## config.mk

```make
export PLATFORM = sky130hd
export DESIGN_NAME = adder_share_seq_flat
export DESIGN_NICKNAME = d
export VERILOG_FILES = /design/src/rtl/adder_share_seq_pkg.sv /design/src/rtl/adder_share_seq_if.sv /design/src/rtl/adder_share_seq_rr_arb2.sv /design/src/rtl/adder_share_seq.sv /design/src/flat_wrapper.sv
export SDC_FILE = /design/constraint.sdc
export NUM_CORES = 1
export LEC_CHECK = 0
export ABC_CLOCK_PERIOD_IN_PS = 2500
export CORE_AREA = 2 2 109 111
export DETAILED_ROUTE_END_ITERATION = 8
export DIE_AREA = 0 0 111 113
export PLACE_DENSITY = 0.67
export RECOVER_POWER = 25
export SLEW_MARGIN = 20
export SYNTH_ARGS = -nofsm -noshare
export SYNTH_HDL_FRONTEND = slang
export SYNTH_SLANG_ARGS = --single-unit
```

## constraint.sdc

```tcl
create_clock -name clk -period 2.5 [get_ports clk]
set_clock_uncertainty 0.05 [all_clocks]
set_input_delay 0.25 -clock clk [delete_from_list [all_inputs] [get_ports clk]]
set_output_delay 0.25 -clock clk [all_outputs]
set_load 0.02 [all_outputs]
```

## src/rtl/adder_share_seq_pkg.sv

```systemverilog
// Shared types and sizing for the nibble-serial shared-adder sequencer.
package adder_share_seq_pkg;
  localparam int OP_W  = 16;
  localparam int NIB_W = 4;
  localparam int NIB_N = 4;
  localparam int K_W   = $clog2(NIB_N);
  localparam logic [K_W-1:0] K_LAST = K_W'(NIB_N - 1);

  typedef enum logic [1:0] {
    S_IDLE,
    S_ISSUE,
    S_CAPT,
    S_DONE
  } state_t;
endpackage

```

## src/rtl/adder_share_seq_if.sv

```systemverilog
// Requester bus plus the link to the external registered 4-bit adder core.
interface adder_share_seq_if;
  import adder_share_seq_pkg::*;

  logic              req0;
  logic              req1;
  logic [OP_W-1:0]   a0;
  logic [OP_W-1:0]   b0;
  logic [OP_W-1:0]   a1;
  logic [OP_W-1:0]   b1;
  logic              cin0;
  logic              cin1;
  logic              ack0;
  logic              ack1;
  logic [OP_W-1:0]   res_sum;
  logic              res_cout;
  logic [NIB_W-1:0]  core_a;
  logic [NIB_W-1:0]  core_b;
  logic              core_cin;
  logic [NIB_W-1:0]  core_sum;
  logic              core_cout;

  modport master (
    output req0, req1, a0, b0, a1, b1, cin0, cin1,
    output core_sum, core_cout,
    input  ack0, ack1, res_sum, res_cout,
    input  core_a, core_b, core_cin
  );

  modport slave (
    input  req0, req1, a0, b0, a1, b1, cin0, cin1,
    input  core_sum, core_cout,
    output ack0, ack1, res_sum, res_cout,
    output core_a, core_b, core_cin
  );
endinterface

```

## src/rtl/adder_share_seq_rr_arb2.sv

```systemverilog
// Two-way round-robin arbiter; last-grant starts at 1 so requester 0 wins
// the first tie after reset.
module rr_arb2 (
  input  logic clk,
  input  logic rst,
  input  logic i_req0,
  input  logic i_req1,
  input  logic i_take,
  output logic o_any,
  output logic o_gid
);
  logic r_last;

  assign o_any = i_req0 | i_req1;
  assign o_gid = (i_req0 & i_req1) ? ~r_last : i_req1;

  always_ff @(posedge clk or posedge rst) begin
    if (rst) begin
      r_last <= 1'b1;
    end else if (i_take) begin
      r_last <= o_gid;
    end
  end
endmodule

```

## src/rtl/adder_share_seq.sv

```systemverilog
// Serialises 16-bit adds from two requesters onto one registered
// 4-bit adder core, one nibble per ISSUE/CAPT pair.
module adder_share_seq
  import adder_share_seq_pkg::*;
(
  input  logic             clk,
  input  logic             rst,
  input  logic             test_se,
  adder_share_seq_if.slave bus
);
  state_t          r_state;
  state_t          w_next;
  logic [K_W-1:0]  r_k;
  logic            r_carry;
  logic            r_cin;
  logic            r_id;
  logic [OP_W-1:0] r_a;
  logic [OP_W-1:0] r_b;
  logic [OP_W-1:0] r_acc;
  logic [OP_W-1:0] r_res_sum;
  logic            r_res_cout;
  logic            w_any;
  logic            w_gid;
  logic            w_take;
  logic            w_core_on;
  logic [3:0]      w_base;

  assign w_take = (r_state == S_IDLE) && w_any && !test_se;
  assign w_base = {r_k, 2'b00};

  rr_arb2 u_arb (
    .clk    (clk),
    .rst    (rst),
    .i_req0 (bus.req0),
    .i_req1 (bus.req1),
    .i_take (w_take),
    .o_any  (w_any),
    .o_gid  (w_gid)
  );

  always_ff @(posedge clk or posedge rst) begin
    if (rst) begin
      r_state <= S_IDLE;
    end else begin
      r_state <= w_next;
    end
  end

  // Scan enable freezes the sequencer in whatever state it is in.
  always_comb begin
    w_next = r_state;
    if (!test_se) begin
      unique case (r_state)
        S_IDLE:  if (w_any) w_next = S_ISSUE;
        S_ISSUE: w_next = S_CAPT;
        S_CAPT:  w_next = (r_k == K_LAST) ? S_DONE : S_ISSUE;
        S_DONE:  w_next = S_IDLE;
        default: w_next = S_IDLE;
      endcase
    end
  end

  always_ff @(posedge clk or posedge rst) begin
    if (rst) begin
      r_k        <= '0;
      r_carry    <= 1'b0;
      r_cin      <= 1'b0;
      r_id       <= 1'b0;
      r_a        <= '0;
      r_b        <= '0;
      r_acc      <= '0;
      r_res_sum  <= '0;
      r_res_cout <= 1'b0;
    end else if (!test_se) begin
      case (r_state)
        S_IDLE: begin
          if (w_any) begin
            r_id  <= w_gid;
            r_a   <= w_gid ? bus.a1 : bus.a0;
            r_b   <= w_gid ? bus.b1 : bus.b0;
            r_cin <= w_gid ? bus.cin1 : bus.cin0;
            r_k   <= '0;
          end
        end
        S_CAPT: begin
          r_acc[w_base +: NIB_W] <= bus.core_sum;
          r_carry <= bus.core_cout;
          if (r_k != K_LAST) r_k <= r_k + 1'b1;
        end
        S_DONE: begin
          r_res_sum  <= r_acc;
          r_res_cout <= r_carry;
        end
        default: ;
      endcase
    end
  end

  assign w_core_on = (r_state == S_ISSUE) || (r_state == S_CAPT);

  always_comb begin
    bus.core_a   = '0;
    bus.core_b   = '0;
    bus.core_cin = 1'b0;
    if (w_core_on) begin
      bus.core_a   = r_a[w_base +: NIB_W];
      bus.core_b   = r_b[w_base +: NIB_W];
      bus.core_cin = (r_k == '0) ? r_cin : r_carry;
    end
  end

  assign bus.ack0     = (r_state == S_DONE) && !test_se && !r_id;
  assign bus.ack1     = (r_state == S_DONE) && !test_se && r_id;
  assign bus.res_sum  = r_res_sum;
  assign bus.res_cout = r_res_cout;
endmodule

```

## src/flat_wrapper.sv

```systemverilog
// flat-port wrapper written by rule: the top's interface ports become plain ports
module adder_share_seq_flat import adder_share_seq_pkg::*;
  (clk, rst, test_se, bus_req0, bus_req1, bus_a0, bus_b0, bus_a1, bus_b1, bus_cin0, bus_cin1, bus_core_sum, bus_core_cout, bus_ack0, bus_ack1, bus_res_sum, bus_res_cout, bus_core_a, bus_core_b, bus_core_cin);
  adder_share_seq_if bus_i ();
  input  logic clk;
  input  logic rst;
  input  logic test_se;
  input wire logic [$bits(bus_i.req0)-1:0] bus_req0;
  input wire logic [$bits(bus_i.req1)-1:0] bus_req1;
  input wire logic [$bits(bus_i.a0)-1:0] bus_a0;
  input wire logic [$bits(bus_i.b0)-1:0] bus_b0;
  input wire logic [$bits(bus_i.a1)-1:0] bus_a1;
  input wire logic [$bits(bus_i.b1)-1:0] bus_b1;
  input wire logic [$bits(bus_i.cin0)-1:0] bus_cin0;
  input wire logic [$bits(bus_i.cin1)-1:0] bus_cin1;
  input wire logic [$bits(bus_i.core_sum)-1:0] bus_core_sum;
  input wire logic [$bits(bus_i.core_cout)-1:0] bus_core_cout;
  output wire logic [$bits(bus_i.ack0)-1:0] bus_ack0;
  output wire logic [$bits(bus_i.ack1)-1:0] bus_ack1;
  output wire logic [$bits(bus_i.res_sum)-1:0] bus_res_sum;
  output wire logic [$bits(bus_i.res_cout)-1:0] bus_res_cout;
  output wire logic [$bits(bus_i.core_a)-1:0] bus_core_a;
  output wire logic [$bits(bus_i.core_b)-1:0] bus_core_b;
  output wire logic [$bits(bus_i.core_cin)-1:0] bus_core_cin;
  assign bus_i.req0 = bus_req0;
  assign bus_i.req1 = bus_req1;
  assign bus_i.a0 = bus_a0;
  assign bus_i.b0 = bus_b0;
  assign bus_i.a1 = bus_a1;
  assign bus_i.b1 = bus_b1;
  assign bus_i.cin0 = bus_cin0;
  assign bus_i.cin1 = bus_cin1;
  assign bus_i.core_sum = bus_core_sum;
  assign bus_i.core_cout = bus_core_cout;
  assign bus_ack0 = bus_i.ack0;
  assign bus_ack1 = bus_i.ack1;
  assign bus_res_sum = bus_i.res_sum;
  assign bus_res_cout = bus_i.res_cout;
  assign bus_core_a = bus_i.core_a;
  assign bus_core_b = bus_i.core_b;
  assign bus_core_cin = bus_i.core_cin;
  adder_share_seq u_core (.clk(clk), .rst(rst), .test_se(test_se), .bus(bus_i));
endmodule
```

==> results of run 1 <==
area by class of cell:
| cell class | count | area, um^2 | area share |
|---|---|---|---|
| Tap cell | 143 | 179 | 0.0323 |
| Sequential cell | 73 | 1830 | 0.330 |
| Clock buffer | 10 | 239 | 0.0431 |
| Clock inverter | 6 | 91.3 | 0.0165 |
| Timing Repair Buffer | 113 | 1170 | 0.211 |
| Inverter | 7 | 26.3 | 0.00474 |
| Multi-Input combinational cell | 184 | 2010 | 0.362 |
final timing paths:
kind	to	slack, ps
min in group asynchronous	u_core.r_a[5]	520
max reg2reg	u_core.r_b[10]	530
max in group asynchronous	u_core.r_k[0]	740
min	u_core.r_acc[15]	430
min reg2reg	u_core.r_acc[15]	430
max	bus_core_cin	150
per-layer routing:
metal	up-vias	share of wire	GRT usage
met5	-	0	0
met4	0	0.012	0.0583
met3	11	0.067	0.0402
met2	94	0.48	0.224
met1	1208	0.44	0.169
li1	1228	-	-
report_power, final:
group | internal (mW) | leakage, nW | switching, mW
Clock | 0.901 | 0.151 | 0.489
Combinational | 1.69 | 1.44 | 1.18
Sequential | 1.71 | 0.928 | 0.326
registers in the layout, indices dropped and copies added (netlist names), 2 cells and up:
signal,flops
u_core.r_b,16
u_core.r_state,2
u_core.r_k,2
u_core.bus.res_sum,16
u_core.r_a,16
u_core.r_acc,16
logic make-up (layout without fill, tap and decap cells):
kind of cell / after synthesis / in the layout / share of synthesized area
adder cells (fa/ha/maj): 10 / 10 / 0.0315
flip-flops: 73 / 73 / 0.460
multiplexers: 94 / 94 / 0.343
AO/OA/AOI/OAI: 28 / 28 / 0.0519
buffers and inverters: 20 / 136 / 0.0362
AND/OR/NAND/NOR: 52 / 52 / 0.0780
cells in the mapped netlist, types with 2 or more instances:
cell / n
a21oi_1: 2
a22o_1: 9
a31oi_1: 2
and2_1: 10
buf_2: 4
buf_6: 8
dfrtp_1: 72
ha_1: 10
inv_1: 7
mux2_2: 26
mux2_4: 58
mux2i_1: 2
mux4_2: 8
nand2_1: 23
nand3b_1: 2
nor2_1: 3
nor2b_1: 2
nor4b_2: 2
o21ai_0: 10
stage by stage:
step	setup slack, ps	hold WS, ps	power, mW
final	150	431	6.30
after global routing	41.6	468	6.66
after CTS	3.55	249	6.41
after detailed placement	305	420	4.97
after global placement	319	412	4.90
after floorplan	348	270	3.96
layout by cell type, fill, tap and decap left out, types with 3 or more instances in the layout:
master	count
a22o_1	9
and2_1	10
buf_12	4
buf_4	5
clkbuf_16	9
clkdlybuf4s50_1	95
clkinvlp_4	3
dfrtp_1	71
dlymetal6s2s_1	7
ha_1	9
inv_1	7
mux2_2	26
mux2_4	58
mux4_2	8
nand2_1	23
nor2_1	3
o21ai_0	10
what timing repair did:
action	CTS	global route
gates resized for setup	1	8
setup endpoints to repair	7	9
cloned	0	0
tightest hold or removal path, cell delays in order, from the launching register on:
cell and delay, ps:
dfrtp_1 340, nand2_1 40, o21ai_0 60
==> results.md, run 1 <==
* Die H at roughly 110 um
* DR vias/cell at ~4.7
* Share of layout cells above drive strength 1 at 0.326
* Setup Viol. Count Final at 0
* Clock Sinks at 73
* Yosys warning total at 0
* NumNets Final at approximately 470
* Period utilization at 0.940
* Routed WL at between 8000 and 9000 um
* IO Port Bufs at 103
* Worst slew pin tran at approximately 920 ps
* Initial antenna violation count at 0
* Layout fillers at 1,009
* Inst Count DP at 520
* Min cycle time layout at around 2300 ps
* DRC viols at 0
* Post-synth EDFFs at 0
* Initial DRC count at between 100 and 150
* HP Class: register to register
* Post-route cell area at between 5000 and 6000 um^2
* CP Class: register to output port
* Worst R2R Path Depth at 6
* WP data arrival at between 2000 and 2500 ps
* CP max stage delay at just over 600 ps
* GRT Total Usage at 0.136
* Post-CTS Setup Repair Bufs at 0
* Top cell type's share of synthesized area at 0.453
* RSZ-0062 raised after global routing: no
* Max-cap viol count at 0
* Total negative setup slack at 0 ps
* Die width at about 110 um
* Hold path startpoint: u_core.r_acc[15]
* Largest net degree at the start of global routing at 29
* Slowest CP cell: clkdlybuf4s50_1
* Total CTS buffers at 9
* Rows at 39
* Non-Filler Instances at between 500 and 600
* Net Count, Synth at 363
* CTS tree: done
* Register bit total from synthesis at between 70 and 80
* Crit end category: output port
* Die area at about 13,000 um^2
* Root buffer cell: clkbuf_16
* Aggregate global routing overflow at 0
* P_leak at about 2.5 nW
* Placeable Area at between 10,000 and 15,000 um^2
* Area Overhead vs Synth at 39.4%
* Max clock buf depth at 2
* F_max at 426 MHz
* Peak VDD IR at approximately 0.47 mV
* Vias in the first global route at 2,664
* Distinct cells, synth at 36
* Clock transition at path regs at around 50 ps
* Initial Util at 0.353
* Dominant cell type by area after synthesis: dfrtp_1
* CTS H-tree depth at 3
* Buffer and inverter count on the worst path at 2
* Hpwl dp at 6190 um
* Seq/Total Area, Yosys at 0.460
* Async S/R FF share, synth at 1.00
* CP startpoint: u_core.r_state[1]
* CP cell instances: inv_1, ha_2, nor2b_1, clkdlybuf4s50_1
* Drt pass-1 iters at 4
* Post-Synthesis Cells at approximately 280
* Slew Limit Fails at 0
* Critical Path Start Type: register
* First-pass GRT wire length at about 13,000 um
* Pwr per Cell Area at 1140 nW/um^2
* Antenna viol nets, final at 0
* Drt wl/cell at 15.3 um
* Clock insertion delay at the later pin of the skew report at 330 ps
* Number of diodes at 0
* Synth Flop Type: dfrtp_1
* Slew headroom at 0.383
* Post-DP Area at 5210 um^2
* Worst r2r src: u_core.r_state[0]
* Mapped Area at just under 4000 um^2
* Worst Path Max Fanout at 9
* Post-cts hold buffer count at 0
* Io pins at around 100
* Largest cells by area after synthesis: dfrtp_1 (45%), mux2_4 (22%), mux2_2 (7.4%), mux4_2 (4.5%), ha_1 (3.1%)
* Synthesized area per cell at around 14 um^2
* Cell family with most CP delay: buffers and inverters
* RD Place Congestion at around 0.73
* Levels on crit path at 4
* Status: completed
* Fin. Hold Viols at 0
* Worst Hold Path Cells at 2
* Req. time, crit path at 2200 ps
* Detailed-route via count at 2,541
* Final Util at 0.492
Power figures use the tool's default switching activity.
==> run 2: changes to the inputs <==
--- a/config.mk
+++ b/config.mk
@@ -9,9 +9,8 @@
 export CORE_AREA = 2 2 109 111
 export DETAILED_ROUTE_END_ITERATION = 8
 export DIE_AREA = 0 0 111 113
-export PLACE_DENSITY = 0.67
+export PLACE_DENSITY = 0.6
 export RECOVER_POWER = 25
-export SLEW_MARGIN = 20
 export SYNTH_ARGS = -nofsm -noshare
 export SYNTH_HDL_FRONTEND = slang
 export SYNTH_SLANG_ARGS = --single-unit
==> run 2 against run 1 <==
The flow now finishes with violations (max-capacitance violations, max-slew violations). Non-clock buffer count down 1. Sequential share of layout area up 0.28 points. Flip-flop and latch count unchanged. Count of clock-buffer cells in the layout up 2. Critical endpoint unchanged. Fmax down 2.4%.
==> results.md, run 2 (synthesis gave the netlist of run 1 again) <==
* Crit end category: output port
* Fin. Hold Viols at 0
* Clock insertion delay at the later pin of the skew report at about 320 ps
* Failing checks: max-capacitance violations, max-slew violations
* NumNets Final at 473
* Vias in the first global route at between 2,000 and 3,000
* Setup Viol. Count Final at 0
* Io pins at about 100
* CP Class: register to output port
* Share of layout cells above drive strength 1 at 0.319
* WP data arrival at approximately 2100 ps
* F_max at between 400 and 500 MHz
* IO Port Bufs at slightly above 100
* P_leak at around 2.4 nW
* Root buffer cell: clkbuf_16
* RD Place Congestion at ~0.76
* Req. time, crit path at around 2200 ps
* Post-CTS Setup Repair Bufs at 0
* Slew Limit Fails at 74
* Drt pass-1 iters at 4
* Hpwl dp at ~6000 um
* Max clock buf depth at 2
* Hold slack final at roughly 440 ps
* Pwr per Cell Area at 1150 nW/um^2
* CTS tree: done
* Peak VDD IR at 0.528 mV
* DRC viols at 0
* Worst slew pin tran at approximately 1800 ps
* Clock Sinks at 73
* Rows at 39
* Die area at roughly 13,000 um^2
* RSZ-0062 raised after global routing: no
* Antenna viol nets, final at 0
* GRT Total Usage at 0.134
* Initial Util at 0.353
* Total negative setup slack at 0 ps
* Post-cts hold buffer count at 0
* Commonest non-fill, non-tap cells in the layout: clkdlybuf4s50_1 (102), dfrtp_1 (72), mux2_4 (58)
* HP Class: register to register
* Critical Path Start Type: register
* Die H at approximately 110 um
* Commonest non-fill, non-tap cell in the layout: clkdlybuf4s50_1
* Total CTS buffers at 9
* CTS H-tree depth at 3
* Clock transition at path regs at roughly 60 ps
* Max-cap viol count at 1
* DR vias/cell at ~4.8
* Period utilization at 0.963
* Pwr Total at between 6 and 7 mW
* Initial DRC count at 55
* Drt wl/cell at 15.2 um
* Die width at approximately 110 um
* Largest net degree at the start of global routing at 74
* Worst Path Max Fanout at 8
* Aggregate global routing overflow at 0
* First-pass GRT wire length at 13,400 um
* Initial antenna violation count at 0
* Number of diodes at 0
* Routed WL at slightly above 8000 um
* Detailed-route via count at 2,551
* Min cycle time layout at 2410 ps
* Slew headroom at -0.172
* Area Overhead vs Synth at 38.1%
* Status: finished with violations
* Placeable Area at between 10,000 and 15,000 um^2
==> run 2: routing by layer <==
metal  wire (um)  part of all wire  up-vias  GRT usage
met5           0                 0        -          0
met4         133             0.016        0     0.0475
met3         505             0.062        8     0.0428
met2        3820              0.47       85      0.211
met1        3660              0.45     1241      0.175
li1            -                 -     1217          -
==> run 2: worst max-delay path, cell delays in order (launching register included) <==
cell and delay [ps]:
dfrtp_1 340, buf_4 190, inv_1 100, ha_1 280
mux2i_1 140, nor2b_1 110, clkdlybuf4s50_1 620
==> run 2: final cells by class <==
cell class / instances / area (um^2)
Tap cell: 143 / 179
Clock inverter: 4 / 75.1
Inverter: 7 / 26.3
Fill cell: 986 / 5780
Sequential cell: 73 / 1830
Clock buffer: 12 / 256
Timing Repair Buffer: 112 / 1120
Multi-Input combinational cell: 184 / 2010
==> run 2: where the power goes <==
part / total (mW) / leakage (nW) / internal (mW) / switching [mW]
logic: 2.89 / 1.32 / 1.70 / 1.19
clock network: 1.40 / 0.155 / 0.928 / 0.475
registers: 2.02 / 0.929 / 1.71 / 0.314
total: 6.32 / 2.41 / 4.33 / 1.98
==> run 2: path summary, 6_finish.rpt <==
path,slack (ps),startpoint,endpoint,cells after the start
max in group asynchronous,430,rst,u_core.r_acc[9],3
min in group asynchronous,940,rst,u_core.r_id,3
min reg2reg,440,u_core.r_acc[15],u_core.r_acc[15],2
max reg2reg,520,u_core.r_state[0],u_core.r_cin,6
max,90,u_core.r_k[0],bus_core_cin,6
min,440,u_core.r_acc[15],u_core.r_acc[15],2
==> run 2: timing repair <==
action,4_1_cts,5_1_grt
gates resized for setup,0,1
hold endpoints to repair,0,0
setup endpoints to repair,0,4
==> run 2: stage by stage <==
step,setup slack [ps],util,instances,cell area (um^2)
after floorplan,348,-,277,3980
after global placement,419,0.459,519,5170
after global routing,1.67,0.487,535,5490
final,93.5,0.487,535,5490
after CTS,64.0,0.489,535,5510
after detailed placement,413,0.459,519,5170
